### config.mk
export PLATFORM = sky130hd
export DESIGN_NAME = satd_block_sequencer
export DESIGN_NICKNAME = d
export VERILOG_FILES = /design/src/rtl/satd_block_sequencer.sv
export SDC_FILE = /design/constraint.sdc
export NUM_CORES = 1
export LEC_CHECK = 0
export BUFFER_PORTS_ARGS = -buffer_cell sky130_fd_sc_hd__buf_2
export CAP_MARGIN = 40
export CORE_ASPECT_RATIO = 1.25
export CORE_MARGIN = 1.5
export CORE_UTILIZATION = 51
export CTS_CLUSTER_SIZE = 24
export DETAILED_ROUTE_END_ITERATION = 12
export PLACE_DENSITY = 0.79
export SYNTH_ARGS = -nofsm -noshare
export SYNTH_HDL_FRONTEND = slang
export SYNTH_SLANG_ARGS = --single-unit
### constraint.sdc
create_clock -name clk -period 1.8 [get_ports clk]
set_input_delay 0.36 -clock clk [delete_from_list [all_inputs] [get_ports clk]]
set_output_delay 0.36 -clock clk [all_outputs]
set_load 0.02 [all_outputs]
### src/rtl/satd_block_sequencer.sv
// Block sequencer for the shared 4x4 Hadamard/SATD datapath: row pass, column+accumulate pass, finish.
// Moore machine; every output is a flop loaded from the decode of the next state.
module satd_block_sequencer #(
  parameter int unsigned N         = 4,
  parameter int unsigned CNT_W     = 2,
  parameter int unsigned BLK_CNT_W = 16
) (
  input  logic                 clk,
  input  logic                 reset,
  input  logic                 start_valid,
  output logic                 start_ready,
  input  logic                 abort,
  output logic [1:0]           stage,
  output logic [CNT_W-1:0]     count,
  output logic                 row_en,
  output logic                 col_en,
  output logic                 acc_en,
  output logic                 acc_clr,
  output logic                 done,
  output logic                 busy,
  output logic [BLK_CNT_W-1:0] blk_count
);

  typedef enum logic [1:0] {
    ST_IDLE = 2'd0,
    ST_ROW  = 2'd1,
    ST_COL  = 2'd2,
    ST_FIN  = 2'd3
  } stage_e;

  localparam logic [CNT_W-1:0] CNT_LAST = CNT_W'(N - 1);
  localparam logic [CNT_W-1:0] CNT_ZERO = '0;

  stage_e               stage_q, stage_d;
  logic [CNT_W-1:0]     count_q, count_d;
  logic [BLK_CNT_W-1:0] blk_count_q, blk_count_d;
  logic                 start_ready_q, start_ready_d;
  logic                 row_en_q, row_en_d;
  logic                 col_en_q, col_en_d;
  logic                 acc_clr_q, acc_clr_d;
  logic                 done_q, done_d;
  logic                 busy_q, busy_d;

  // Next state, next count and the Moore decode of the next state.
  always_comb begin
    stage_d     = stage_q;
    count_d     = count_q;
    blk_count_d = blk_count_q;

    case (stage_q)
      ST_IDLE: begin
        count_d = CNT_ZERO;
        if (start_valid) begin
          stage_d = ST_ROW;
        end
      end
      ST_ROW: begin
        if (abort) begin
          stage_d = ST_IDLE;
          count_d = CNT_ZERO;
        end else if (count_q == CNT_LAST) begin
          stage_d = ST_COL;
          count_d = CNT_ZERO;
        end else begin
          count_d = count_q + CNT_W'(1);
        end
      end
      ST_COL: begin
        if (abort) begin
          stage_d = ST_IDLE;
          count_d = CNT_ZERO;
        end else if (count_q == CNT_LAST) begin
          stage_d = ST_FIN;
          count_d = CNT_ZERO;
        end else begin
          count_d = count_q + CNT_W'(1);
        end
      end
      default: begin
        stage_d     = ST_IDLE;
        count_d     = CNT_ZERO;
        blk_count_d = blk_count_q + BLK_CNT_W'(1);
      end
    endcase

    start_ready_d = (stage_d == ST_IDLE);
    row_en_d      = (stage_d == ST_ROW);
    acc_clr_d     = (stage_d == ST_ROW) && (count_d == CNT_ZERO);
    col_en_d      = (stage_d == ST_COL);
    done_d        = (stage_d == ST_FIN);
    busy_d        = (stage_d != ST_IDLE);
  end

  always_ff @(posedge clk) begin
    if (!reset) begin
      stage_q       <= ST_IDLE;
      count_q       <= CNT_ZERO;
      blk_count_q   <= '0;
      start_ready_q <= 1'b1;
      row_en_q      <= 1'b0;
      col_en_q      <= 1'b0;
      acc_clr_q     <= 1'b0;
      done_q        <= 1'b0;
      busy_q        <= 1'b0;
    end else begin
      stage_q       <= stage_d;
      count_q       <= count_d;
      blk_count_q   <= blk_count_d;
      start_ready_q <= start_ready_d;
      row_en_q      <= row_en_d;
      col_en_q      <= col_en_d;
      acc_clr_q     <= acc_clr_d;
      done_q        <= done_d;
      busy_q        <= busy_d;
    end
  end

  assign stage       = stage_q;
  assign count       = count_q;
  assign blk_count   = blk_count_q;
  assign start_ready = start_ready_q;
  assign row_en      = row_en_q;
  assign col_en      = col_en_q;
  assign acc_en      = col_en_q;
  assign acc_clr     = acc_clr_q;
  assign done        = done_q;
  assign busy        = busy_q;

endmodule

==> reports/metrics.csv, run 1 <==
stage,metric,value,unit
critical_path,WP data required,2.02,ns
layout,Layout area overhead,19.40,%
timing,Final setup viols,0,
logic_synthesis,Post-Syn Area,1206,um^2
critical_path,R2R cell count,6,
pwr,Worst VDD drop,0.6200,mV
layout,"non-filler cells, final",189,
grt,first-pass GRT wire length,3877,um
logic_synthesis,post-synthesis cell type count,34,
cts,cts hold-fix bufs,0,
critical_path,Crit Path Category,flip-flop to flip-flop,
logic_synthesis,Synth top cells by count,"dfxtp_1, nand2_1, and2_1, ha_1, o21ai_0",
layout,Layout fillers,202,
layout,share of cells above drive strength 1,27.22,%
floorplan,Starting Density,54.56,%
logic_synthesis,Most used DFF post-synth,dfxtp_1,
logic_synthesis,syn nets,138,
floorplan,core area,2211,um^2
grt,vias in the first global route,964,
logic_synthesis,yosys warns,0,
worst_hold_path,HP Class,primary input to flip-flop,
critical_path,crit start category,flip-flop,
timing,post-route clock period utilization,86.50,%
grt,GRT overflow,0,
pwr,PwrDens,737.3,nW/um^2
cts,Skew-Pair Late Insertion Delay,0.32,ns
logic_synthesis,Synth area leader,dfxtp_1,
placement,DP HPWL,1662,um
floorplan,Chip Height,57.37,um
route,vias per std cell,5.169,
logic_synthesis,top post-synthesis cells by area,"dfxtp_1, ha_1, and2_1, xor2_1, nand2_1",
route,drt first-iter violations,9,
logic_synthesis,Synth async-reset ratio,0,%
timing,Tmin final,1.557,ns
layout,Layout Nets,170,
logic_synthesis,Post-Syn Instances,127,
timing,Slew Limit Fails,0,
run,Max Cap Viol,0,
logic_synthesis,Yosys reg bits,26,
worst_hold_path,WHS Path Cells,3,
route,WL final,2193,um
timing,"Hold Vio Cnt, Final",0,
grt,largest net degree at the start of global routing,23,
timing,setup TNS,0,ns
critical_path,crit end category,flip-flop,
route,First-pass DRT Iterations,3,
cts,CTS tree,built,
placement,Final GP Congestion,0.7916,
worst_hold_path,Hold EP,count[0],
floorplan,row count,19,
critical_path,Critical Path Fanout Max,10,
worst_hold_path,min-delay src,abort,
route,wire per inst,11.60,um
outcome,status,completed,
pwr,Leak,0.6907,nW
cts,# Post-CTS Setup Buffers,0,
logic_synthesis,Post-synth EDFFs,0,
route,DRC viols,0,
logic_synthesis,"count leader, synth",dfxtp_1,
logic_synthesis,post-synthesis sequential area ratio,43.15,%
timing,Setup Skew,0.008993,ns
cts,Num CTS Buffers,3,
critical_path,r2r startpoint,stage[1],
critical_path,"Arr. time, crit path",1.78,ns
cts,# clock sinks,26,
critical_path,R2R Path End,blk_count[10],
placement,input/output buffers,30,
placement,Placed Cells incl. Taps,185,
logic_synthesis,Synth top area share,43.15,%
floorplan,die area,2667,um^2
timing,relative slew slack,78.61,%
timing,RSZ-0062 raised after global routing,false,
floorplan,Die W,46.50,um
layout,antenna fix cells,0,
cts,"Reg clk slew, reported paths",0.14,ns
timing,fmax,0.6423,GHz
cts,Root Buffer Master,clkbuf_4,
logic_synthesis,synthesized area per cell,9.497,um^2
grt,initial antenna violation count,0,
floorplan,IO Count,31,
route,Final ANT Viol Nets,0,
route,via count,977,
cts,Max clock buf depth,2,
critical_path,worst reg-to-reg setup slack,0.24,ns
cts,H-tree depth,1,
grt,total track usage,18.99,%
timing,Worst-Margin Slew,0.3190,ns
==> flip-flops by register name, indices dropped and copies added (netlist names) <==
name         cells
blk_count       16
acc_en           1
row_en           1
done             1
start_ready      1
busy             1
count            2
stage            2
acc_clr          1
==> per-stage QoR <==
stage | total power, mW | util [%] | hold slack [ns] | setup WS [ns] | area [um^2]
CTS | 1.077 | 65.08 | 0.3734 | 0.1623 | 1439
finish | 1.062 | 65.14 | 0.3872 | 0.2430 | 1440
global route | 1.109 | 65.14 | 0.4064 | 0.06796 | 1440
floorplan | 0.6550 | - | 0.5124 | 0.07363 | 1206
global placement | 0.6764 | 62.71 | 0.4617 | 0.2814 | 1386
detailed placement | 0.6792 | 62.71 | 0.4761 | 0.1699 | 1386
==> cell usage in the layout (no fill, tap or decap), types with 3 or more instances in the layout <==
cell	n
nand3_1	3
inv_1	5
and2_1	9
xor2_1	5
nor3_1	3
a21oi_1	3
dfxtp_1	25
o21ai_0	6
buf_4	3
nand2_1	11
mux2i_1	4
clkbuf_4	3
nand4_1	4
nor4_2	3
buf_2	30
ha_1	7
nand2b_1	5
nor2_1	4
xnor2_1	4
==> kinds of logic after synthesis <==
kind of cell / share of synthesized area (%)
xor gates and xnor gates: 6.535
muxes: 3.320
adders and majority gates: 7.261
and+or+nand+nor: 28.63
DFF: 43.15
AOI/OAI and AO/OA: 6.950
buffers and inverters: 4.149
==> layer usage <==
layer	part of all wire (%)	track usage, %
met5	0	0
met3	2.5	2.215
met2	56	33.33
met1	41	22.49
met4	0.78	7.347
==> power breakdown <==
| group | internal, mW | switching [mW] |
|---|---|---|
| sequential | 0.588 | 0.00685 |
| clock | 0.225 | 0.170 |
| combinational | 0.0280 | 0.0446 |
| total | 0.841 | 0.221 |
==> layout make-up <==
class	instances	area (um^2)	share of cell area (%)
inverters	5	18.77	1.303
well taps	31	38.79	2.693
multi-input cells	90	635.6	44.14
flip-flops and latches	26	521.8	36.23
repair buffers	33	172.7	11.99
clock inverters	1	30.03	2.085
clock buffers	3	22.52	1.564
==> critical path, stage by stage (launching register included) <==
cell     delay [ns]
dfxtp_1        0.43
ha_1           0.21
nand4_2        0.10
buf_4          0.19
nor4_2         0.27
xor2_1         0.10
and2_1         0.16
==> worst max-delay path by stage <==
stage | endpoint | start | slack [ns]
floorplan | blk_count[9] | stage[0] | 0.07
global route | blk_count[10] | stage[1] | 0.07
detailed placement | blk_count[11] | stage[0] | 0.17
CTS | blk_count[11] | stage[0] | 0.16
finish | blk_count[10] | stage[1] | 0.24
global placement | blk_count[9] | stage[0] | 0.28
==> repair_timing <==
item / CTS / global route
endpoints found under the hold margin: 0 / 0
endpoints found under the setup margin: 0 / 1
resized for setup: 0 / 1
Power figures use the tool's default switching activity.
==> run 2: changes to the inputs <==
- CORE_UTILIZATION: 51 -> 37
- PLACE_DENSITY: 0.79 -> 0.61
==> run 2 against run 1 <==
Via count is the same. Register-to-register slack lost 0.04 ns. Maximum frequency shrank 2.7%. Setup slack lost 0.044 ns. Global-route usage shrank 4.1 points. First-iteration DRC count grew to 2.6 times the previous value. Final cell count grew 3.2%. Sequential power is essentially flat. Die area grew 35%. Final area grew 0.17%. Clock power shrank 18%. Critical path type unchanged. Critical endpoint is now blk_count[11].
==> reports/metrics.csv, run 2 (synthesis gave the netlist of run 1 again) <==
stage,metric,value,unit
pwr,Worst VDD drop,0.5103,mV
route,DRC viols,0,
floorplan,Die W,54.07,um
floorplan,die area,3613,um^2
pwr,Leak,0.6895,nW
route,vias per std cell,5.010,
cts,Skew-Pair Late Insertion Delay,0.27,ns
grt,vias in the first global route,951,
pwr,Tot Pwr,0.9934,mW
timing,Setup Skew,0.002514,ns
floorplan,Starting Density,38.10,%
cts,H-tree depth,1,
grt,largest net degree at the start of global routing,23,
route,WL final,2352,um
timing,Slew Limit Fails,0,
cts,# clock sinks,26,
critical_path,crit end category,flip-flop,
layout,Layout Nets,171,
route,First-pass DRT Iterations,4,
pwr,switching portion of total power,23.08,%
outcome,status,completed,
timing,Worst-Margin Slew,0.3438,ns
critical_path,WP data required,1.97,ns
critical_path,crit start category,flip-flop,
worst_hold_path,HP Class,primary input to flip-flop,
critical_path,"Arr. time, crit path",1.77,ns
pwr,Comb power frac,7.6,%
timing,RSZ-0062 raised after global routing,false,
cts,Root Buffer Master,clkbuf_8,
placement,Final GP Congestion,0.7936,
route,drt first-iter violations,23,
layout,Layout area overhead,19.61,%
run,Max Cap Viol,0,
grt,total track usage,14.86,%
layout,share of cells above drive strength 1,26.58,%
layout,"commonest non-fill, non-tap cell in the layout",buf_2,
grt,first-pass GRT wire length,3974,um
cts,"Reg clk slew, reported paths",0.09,ns
layout,most frequent cells in the layout,"buf_2, dfxtp_1, nand2_1",
placement,input/output buffers,30,
route,Final ANT Viol Nets,0,
floorplan,Chip Height,66.84,um
cts,cts hold-fix bufs,0,
route,via count,977,
placement,Placed Cells incl. Taps,192,
pwr,PwrDens,688.6,nW/um^2
pwr,register share of total power,59.7,%
placement,DP HPWL,1816,um
timing,post-route clock period utilization,88.95,%
timing,fmax,0.6246,GHz
timing,Final setup viols,0,
layout,max reg flops,16,
grt,initial antenna violation count,0,
layout,Layout fillers,334,
timing,relative slew slack,76.95,%
timing,Tmin final,1.601,ns
pwr,power share of the clock group,32.7,%
cts,Max clock buf depth,2,
floorplan,IO Count,31,
timing,"Hold Vio Cnt, Final",0,
pwr,Int Power,0.7641,mW
floorplan,core area,3166,um^2
floorplan,row count,23,
critical_path,Crit Path Category,flip-flop to flip-flop,
route,wire per inst,12.06,um
cts,Post-CTS Resized,0,
grt,GRT overflow,0,
cts,Num CTS Buffers,3,
critical_path,Critical Path Fanout Max,10,
timing,setup TNS,0,ns
pwr,sw power,0.2293,mW
cts,CTS tree,built,
layout,antenna fix cells,0,
layout,"non-filler cells, final",195,
cts,# Post-CTS Setup Buffers,0,
==> run 2: cell types whose count changed in the layout (fill, tap and decap cells not counted) <==
| cell | change |
|---|---|
| buf_4 | +1 |
| bufinv_16 | -1 |
| clkbuf_4 | -3 |
| clkbuf_8 | +3 |
| dfxtp_1 | +1 |
| dfxtp_2 | -1 |
==> run 2: through the flow <==
step	area, um^2	hold slack, ns	setup slack, ns	util (%)
final	1443	0.4647	0.1990	45.57
after global routing	1443	0.4630	0.02122	45.57
after CTS	1443	0.4561	0.1783	45.57
after detailed placement	1401	0.4735	0.1995	44.27
after global placement	1401	0.4656	0.2801	44.27
after floorplan	1206	0.5124	0.07363	-
==> run 2: worst max-delay path: stages, from the launching register on <==
cell and delay [ns]:
dfxtp_1 0.45, ha_1 0.22, nand4_2 0.10, buf_4 0.19, nor4_2 0.28, xor2_1 0.09, and2_1 0.16
==> run 2: final cells by class <==
class	count	area (um^2)	area share [%]
Multi-Input combinational cell	90	635.6	44.06
Sequential cell	26	520.5	36.08
Timing Repair Buffer	34	180.2	12.49
Clock buffer	3	41.29	2.862
Inverter	5	18.77	1.301
Tap cell	37	46.29	3.209
==> run 2: worst paths after layout <==
kind	start	end	slack, ns	depth (start not counted)
max	stage[0]	blk_count[11]	0.20	6
min	abort	count[0]	0.46	3
max reg2reg	stage[0]	blk_count[11]	0.20	6
min reg2reg	blk_count[15]	blk_count[15]	0.48	2
==> run 2: metal layers <==
| metal | up-vias | share of wire [%] | wire, um | track usage, % |
|---|---|---|---|---|
| li1 | 496 | - | - | - |
| met1 | 451 | 43 | 1015 | 17.79 |
| met2 | 28 | 50 | 1185 | 24.85 |
| met3 | 2 | 5.7 | 134 | 3.363 |
| met4 | 0 | 0.68 | 16 | 6.250 |
| met5 | - | 0 | 0 | 0 |
==> run 2: power groups by stage <==
stage / combinational, mW / clock (mW) / sequential (mW)
after floorplan: 0.0349 / 0 / 0.620
after global placement: 0.0723 / 0 / 0.605
after detailed placement: 0.0763 / 0 / 0.606
after CTS: 0.0766 / 0.333 / 0.593
after global routing: 0.0847 / 0.358 / 0.595
final: 0.0756 / 0.325 / 0.593
==> run 3: changes to the inputs <==
- HOLD_SLACK_MARGIN: unset -> 0.1
- PLACE_DENSITY: 0.61 -> 0.59
==> run 3 against run 2 <==
Die area unchanged. Via count down 1.7%. Setup slack got worse by 0.062 ns.
==> reports/metrics.csv, run 3 (synthesis gave the netlist of run 1 again) <==
stage,metric,value,unit
layout,Finished Cell Area,1444,um^2
floorplan,row count,23,
cts,H-tree depth,1,
layout,Layout Nets,170,
critical_path,crit start category,flip-flop,
critical_path,WP data required,1.99,ns
placement,Final GP Congestion,0.8118,
grt,first-pass GRT wire length,4015,um
timing,fmax,0.6012,GHz
layout,antenna fix cells,0,
timing,Setup Skew,0.002397,ns
cts,cts hold-fix bufs,0,
timing,Worst-Margin Slew,0.3846,ns
critical_path,biggest cell delay along the critical path,0.45,ns
placement,Placed Cells incl. Taps,191,
layout,most frequent cells in the layout,"buf_2, dfxtp_1, nand2_1",
grt,vias in the first global route,953,
grt,GRT overflow,0,
route,DRC viols,0,
floorplan,Die W,54.07,um
timing,"Worst Setup Slack, final",0.1366,ns
route,drt first-iter violations,10,
pwr,Worst VDD drop,0.5370,mV
grt,total track usage,14.86,%
cts,Num CTS Buffers,3,
floorplan,die area,3613,um^2
timing,hold slack,0.4628,ns
route,Final ANT Viol Nets,0,
pwr,PwrDens,679.3,nW/um^2
timing,setup TNS,0,ns
outcome,status,completed,
route,WL final,2344,um
floorplan,Starting Density,38.10,%
cts,Max clock buf depth,2,
run,Max Cap Viol,0,
layout,max reg flops,16,
cts,Skew-Pair Late Insertion Delay,0.26,ns
critical_path,CP max stage cell,dfxtp_1,
timing,RSZ-0062 raised after global routing,false,
layout,"non-filler cells, final",194,
critical_path,"Arr. time, crit path",1.85,ns
layout,"commonest non-fill, non-tap cell in the layout",buf_2,
route,First-pass DRT Iterations,4,
grt,initial antenna violation count,0,
timing,Tmin final,1.663,ns
timing,post-route clock period utilization,92.41,%
route,wire per inst,12.08,um
placement,input/output buffers,30,
route,vias per std cell,4.948,
route,via count,960,
placement,DP HPWL,1832,um
timing,Final setup viols,0,
timing,"Hold Vio Cnt, Final",0,
floorplan,IO Count,31,
pwr,Leak,0.6857,nW
cts,Root Buffer Master,clkbuf_8,
layout,Layout area overhead,19.71,%
floorplan,core area,3166,um^2
cts,"Reg clk slew, reported paths",0.08,ns
cts,# clock sinks,26,
grt,largest net degree at the start of global routing,23,
worst_hold_path,HP Class,primary input to flip-flop,
floorplan,Chip Height,66.84,um
timing,relative slew slack,74.13,%
critical_path,Crit Path Category,flip-flop to flip-flop,
cts,CTS tree,built,
critical_path,Critical Path Fanout Max,10,
cts,# Post-CTS Setup Buffers,0,
placement,dpl ws,0.1729,ns
critical_path,worst-path cell chain,ha_1 -> nand4_2 -> buf_4 -> nor4_1 -> mux2i_1,
timing,Slew Limit Fails,0,
layout,share of cells above drive strength 1,27.39,%
placement,DP Area,1394,um^2
critical_path,crit end category,flip-flop,
[run 3: cell count changes in the layout (fill, tap and decap cells not counted), sizes merged]
cell / delta
buf: -1
[run 3: where the power goes]
group / switching [mW] / internal, mW / leakage (nW)
clock network: 0.162 / 0.149 / 0.0216
registers: 0.00630 / 0.586 / 0.211
logic: 0.0481 / 0.0293 / 0.453
total: 0.216 / 0.765 / 0.686
[run 3: path summary, 6_finish.rpt]
check	from	to	slack (ns)	cells after the start
max	stage[0]	blk_count[15]	0.14	5
min	abort	count[0]	0.46	3
max reg2reg	stage[0]	blk_count[15]	0.14	5
min reg2reg	blk_count[15]	blk_count[15]	0.49	2
[run 3: per-stage QoR]
step | util [%] | power (mW)
2_1_floorplan | - | 0.6550
3_5_place_dp | 44.03 | 0.6817
6_report | 45.61 | 0.9808
5_1_grt | 45.61 | 1.037
4_1_cts | 45.34 | 1.002
3_3_place_gp | 44.03 | 0.6778
[run 3: repair_timing]
item	4_1_cts	5_1_grt
gates resized for setup	0	2
setup endpoints to repair	0	1
endpoints found under the hold margin	0	0
[run 3: cell type report]
| type | count | area (um^2) |
|---|---|---|
| fillers | 331 | 1722 |
| multi-input cells | 90 | 644.4 |
| flip-flops and latches | 26 | 520.5 |
| repair buffers | 33 | 172.7 |
| well taps | 37 | 46.29 |
| clock buffers | 3 | 41.29 |
| inverters | 5 | 18.77 |
[run 3: metal layers]
layer / global-route usage [%] / vias to the layer above / share of wire [%]
met5: 0 / - / 0
met4: 4.063 / 0 / 0
met3: 3.587 / 0 / 6.1
met2: 26.07 / 22 / 51
met1: 17.55 / 446 / 43
li1: - / 492 / -
[run 3: worst max-delay path, delay by kind of cell (launching register included)]
kind          cells  cell delay, ns
fa+ha+maj         1            0.22
buf+inv           1            0.19
flops             1            0.45
mux               1            0.23
simple gates      2            0.50
